[config.mk]
export PLATFORM = sky130hd
export DESIGN_NAME = cbd_byte_feeder
export DESIGN_NICKNAME = d
export VERILOG_FILES = /design/src/rtl/cbd_byte_feeder.sv
export SDC_FILE = /design/constraint.sdc
export NUM_CORES = 2
export LEC_CHECK = 0
export ABC_AREA = 0
export CAP_MARGIN = 20
export CORE_AREA = 2 2 448 450
export DETAILED_ROUTE_END_ITERATION = 16
export DIE_AREA = 0 0 450 452
export DONT_BUFFER_PORTS = 1
export PLACE_DENSITY = 0.43
export SYNTH_ARGS = -nofsm -noshare
export SYNTH_HDL_FRONTEND = slang
export SYNTH_SLANG_ARGS = --single-unit
[constraint.sdc]
create_clock -name i_clk -period 39.7 [get_ports i_clk]
set_clock_uncertainty 0.15 [all_clocks]
set_input_delay 5.955 -clock i_clk [delete_from_list [all_inputs] [get_ports i_clk]]
set_output_delay 5.955 -clock i_clk [all_outputs]
set_load 0.01 [all_outputs]
[src/rtl/cbd_byte_feeder.sv]
// cbd_byte_feeder: buffers SHAKE256 squeeze blocks and slices them into a
// 64-bit byte stream for the CBD sampler (16 words for eta=2, 24 for eta=3).
module cbd_byte_feeder #(
    parameter int RATE_WORDS = 17,
    parameter int WORD_W     = 64
) (
    input  logic                           i_clk,
    input  logic                           i_rst,
    input  logic                           i_start,
    input  logic [1:0]                     i_eta,
    input  logic [RATE_WORDS*WORD_W-1:0]   i_block,
    input  logic                           i_block_valid,
    output logic                           o_block_ready,
    output logic [WORD_W-1:0]              o_ibytes,
    output logic                           o_ibytes_valid,
    input  logic                           i_ibytes_ready,
    output logic                           o_busy,
    output logic                           o_done
);

    localparam int         BLK_W    = RATE_WORDS * WORD_W;
    localparam logic [4:0] LAST_IDX = 5'(RATE_WORDS - 1);

    typedef enum logic [1:0] {
        IDLE,
        WAIT_BLK,
        SEND,
        DONE
    } state_t;

    state_t             r_state;
    state_t             w_nextState;
    logic [BLK_W-1:0]   r_buffer;
    logic [4:0]         r_wordIdx;
    logic [4:0]         r_sent;
    logic [4:0]         r_target;

    logic               w_accept;
    logic               w_xfer;
    logic               w_last;
    logic               w_refill;
    logic               w_load;

    // The outgoing word is always the top slice of the buffer, so the data
    // output is a pure register with no path from any input.
    assign o_ibytes = r_buffer[BLK_W-1 -: WORD_W];

    // State register.
    always_ff @(posedge i_clk or posedge i_rst) begin
        if (i_rst) begin
            r_state <= IDLE;
        end else begin
            r_state <= w_nextState;
        end
    end

    // Next-state, handshake decode and status outputs.
    always_comb begin
        w_nextState    = r_state;
        w_accept       = 1'b0;
        w_xfer         = 1'b0;
        w_last         = 1'b0;
        w_refill       = 1'b0;
        o_block_ready  = 1'b0;
        o_ibytes_valid = 1'b0;
        o_busy         = (r_state != IDLE);
        o_done         = 1'b0;
        case (r_state)
            IDLE: begin
                w_accept = i_start && ((i_eta == 2'd2) || (i_eta == 2'd3));
                if (w_accept) begin
                    w_nextState = WAIT_BLK;
                end
            end
            WAIT_BLK: begin
                o_block_ready = 1'b1;
                if (i_block_valid) begin
                    w_nextState = SEND;
                end
            end
            SEND: begin
                o_ibytes_valid = 1'b1;
                w_xfer         = i_ibytes_ready;
                w_last         = w_xfer && (r_sent == r_target - 5'd1);
                w_refill       = w_xfer && (r_wordIdx == LAST_IDX) &&
                                 (r_sent < r_target - 5'd1);
                o_block_ready  = w_refill;
                if (w_last) begin
                    w_nextState = DONE;
                end else if (w_refill && !i_block_valid) begin
                    w_nextState = WAIT_BLK;
                end
            end
            DONE: begin
                o_done      = 1'b1;
                w_nextState = IDLE;
            end
            default: begin
                w_nextState = IDLE;
            end
        endcase
        w_load = o_block_ready && i_block_valid;
    end

    // Datapath: latch the word target on start, load or shift the block
    // buffer, and count words per block and per polynomial.
    always_ff @(posedge i_clk or posedge i_rst) begin
        if (i_rst) begin
            r_buffer  <= '0;
            r_wordIdx <= 5'd0;
            r_sent    <= 5'd0;
            r_target  <= 5'd0;
        end else begin
            if (w_accept) begin
                r_target <= (i_eta == 2'd3) ? 5'd24 : 5'd16;
                r_sent   <= 5'd0;
            end else if (w_xfer) begin
                r_sent <= r_sent + 5'd1;
            end
            if (w_load) begin
                r_buffer  <= i_block;
                r_wordIdx <= 5'd0;
            end else if (w_xfer) begin
                r_buffer  <= {r_buffer[BLK_W-WORD_W-1:0], {WORD_W{1'b0}}};
                r_wordIdx <= r_wordIdx + 5'd1;
            end
        end
    end

endmodule

==> run_results.csv <==
group,metric,value,unit
floorplanning,io_pins,1163,
detailed_routing,viasPerCell,4.58,
clock_tree,cts_root_buf,"clkbuf_16",
critical_path,crit_required,33600,ps
power_and_ir_drop,p_leak,30.8,nW
sta,fmax,77.6,MHz
floorplanning,dieArea,203000,µm²
logic_synthesis,ys_top_cells_by_count,"3146 x nand2_1, 1102 x dfrtp_1, 701 x mux2_1, 324 x mux2_2, 202 x clkbuf_1",
critical_path,r2r_end,"r_buffer[802]",
sta,rsz0062_at_grt,"no",
hold_path,min_to,"r_target[4]",
hold_path,hold_path.class,"register to register",
critical_path,worstPathCellList,"and4b_1, o2111ai_1, a21boi_0",
placed_design,pre_cts_ws,26820,ps
outcome,status,"finished clean",
floorplanning,start_util,0.274,
grt,grt_max_degree,212,
logic_synthesis,syn_area_per_cell,9.26,µm²
critical_path,slowest_stage,"a21boi_0",
logic_synthesis,yosys.cell_types.count,32,
power_and_ir_drop,peakVddDrop,0.0379,mV
clock_tree,cts_resized,0,
clock_tree,clk_pin_slew,60,ps
placed_design,dpl_cell_area,56100,µm²
placed_design,place_hpwl,143,mm
logic_synthesis,ys_ff_latch,1102,
detailed_routing,dr.first_iter.drc_count,3070,
sta,final_hold_viol_count,0,
detailed_routing,drc_errors,0,
grt,grt_pass1_wl,282,mm
detailed_routing,routedWlPerCell,23.0,µm
logic_synthesis,synthArstFlopShare,1.00,
hold_path,hold_path.startpoint,"r_target[4]",
critical_path,critPathLaunchType,"input port",
clock_tree,clkLatencyLatePin,780,ps
floorplanning,core,199000,µm²
grt,grt_usage,0.188,
sta,worst_pin_slew,1100,ps
logic_synthesis,syn_inst,5882,
power_and_ir_drop,power.density,77.0,nW/µm²
finish,stdcell_area,60700,µm²
logic_synthesis,synth.area.top_cells,"dfrtp_1 51%, nand2_1 22%, mux2_1 14%, mux2_2 6.7%, buf_4 2.0%",
clock_tree,htreeDepth,4,
critical_path,r2r_slack,32630,ps
sta,drv_slew,0,
logic_synthesis,ys.flop_type,"dfrtp_1",
sta,period_minus_slack,12890,ps
finish,fin_nets,6759,
finish,areaGrowthSynthToFinish,11.5,%
sta,period_share,0.325,
logic_synthesis,synth-seq-area-share,0.506,
finish,finalNonFillerCells,8539,
placed_design,port_buffers,0,
floorplanning,fp.dieW,450,µm
grt,first_global_vias,39300,
logic_synthesis,synth_top_cell_by_area,"dfrtp_1",
detailed_routing,drt_first_pass_iters,5,
logic_synthesis,syn_nets,6986,
clock_tree,clkSinkCount,1102,
clock_tree,cts_setup_buffers,0,
detailed_routing,num_vias,39100,
hold_path,holdPathStages,1,
logic_synthesis,yosysWarnings,0,
critical_path,reg2reg_from,"r_target[3]",
clock_tree,numCtsBuffers,137,
floorplanning,rows,164,
grt,antenna_found_initial,366,
logic_synthesis,synth_edf_count,0,
grt,grt-ovfl-total,0,
sta,tns,0,ps
logic_synthesis,netlist.area_leader.share,0.506,
clock_tree,cts_tree,"built",
critical_path,worstSetupEndpointType,"output port",
placed_design,dp.cells,8172,
finish,drive_above_1_share,0.100,
clock_tree,clk_path_buf_depth,3,
clock_tree,holdBufCountCts,0,
detailed_routing,antenna_left,0,
critical_path,ff2ff_path_depth,12,
critical_path,slowest_delay,430,ps
detailed_routing,wirelength,197,mm
flow_run,drv_cap,0,
sta,fin_ws,26810,ps
logic_synthesis,netlist_area,54500,µm²
floorplanning,die_y,452,µm
critical_path,crit_arrival,6790,ps
critical_path,critical_path_peak_fanout,4,
sta,maxSlewHeadroom,0.265,
placed_design,place.gp.congestion,0.877,
sta,finalSetupViolations,0,
critical_path,path_class,"input port to output port",
logic_synthesis,yosysMostFrequentCell,"nand2_1",
-- per-layer routing --
| metal | track usage | vias up | part of all wire |
|---|---|---|---|
| met4 | 0.0645 | 146 | 0.036 |
| met5 | 0 | - | 0.0048 |
| met2 | 0.317 | 1340 | 0.48 |
| met3 | 0.0672 | 674 | 0.075 |
| met1 | 0.221 | 18700 | 0.40 |
| li1 | - | 18300 | - |
-- power breakdown --
group          switching, mW  internal [mW]  leakage, nW
sequential             0.329           1.62         14.0
clock                  0.517          0.708         2.11
combinational          0.793          0.706         14.7
-- flip-flops by register name (all words and copies together) (netlist names) --
| name | cells |
|---|---|
| r_state | 2 |
| r_target | 2 |
| r_wordIdx | 5 |
| r_buffer | 1088 |
| r_sent | 5 |
-- cell usage in the layout, fill, tap and decap left out, types with 2 or more instances in the layout --
cell type and count:
clkbuf_1 42, nand3_1 3, dfrtp_1 1102, nand4_1 3, clkinv_2 9, inv_1 71, bufinv_16 2, o21ai_0 4
inv_8 2, clkbuf_16 140, clkbuf_8 23, buf_4 48, nand2_1 3145, buf_12 7, a21oi_1 4, mux2_2 324
diode_2 134, xor2_1 6, xnor2_1 2, mux2i_1 64, clkinvlp_4 2, clkinv_8 5, ha_1 9, inv_16 4
mux2_1 701, inv_6 4, nor2_1 8
-- critical path, delay by kind of cell --
kind	cells	cell delay, ps
compound gates	2	630
simple gates	1	200
-- cell families (layout without fill, tap and decap cells) --
| family | Yosys count | in the layout | share of synthesized area |
|---|---|---|---|
| xor gates and xnor gates | 8 | 8 | 0.00129 |
| AOI/OAI and AO/OA | 16 | 16 | 0.00207 |
| and+or+nand+nor | 3165 | 3165 | 0.219 |
| buffers and inverters | 493 | 360 | 0.0464 |
| other | 0 | 134 | 0 |
| adders and majority gates | 9 | 9 | 0.00207 |
| DFF | 1102 | 1102 | 0.506 |
| muxes | 1089 | 1089 | 0.224 |
-- how the worst max path moves through the flow --
stage,from,to,slack (ps),cells after the start
global route,i_ibytes_ready,o_block_ready,26750,3
global placement,i_ibytes_ready,o_block_ready,26840,3
detailed placement,i_ibytes_ready,o_block_ready,26820,3
CTS,i_ibytes_ready,o_block_ready,26810,3
finish,i_ibytes_ready,o_block_ready,26810,3
floorplan,i_rst,r_buffer[0],2570,1
-- final cells by class --
class,instances,area (µm²)
clock buffer,205,3980
tap,2656,3320
timing repair buffer,55,500
multi-input combinational,4287,24400
antenna,134,335
inverter,72,278
sequential,1102,27600
fill,21400,138000
clock inverter,28,337
-- metrics by stage --
| stage | utilization | hold WS (ps) | power (mW) |
|---|---|---|---|
| after global placement | 0.282 | 333 | 3.44 |
| after CTS | 0.304 | 350 | 4.75 |
| after detailed placement | 0.282 | 336 | 3.49 |
| after global routing | 0.305 | 376 | 5.05 |
| final | 0.306 | 342 | 4.68 |
| after floorplan | - | 311 | 3.17 |
Power figures use the tool's default switching activity.
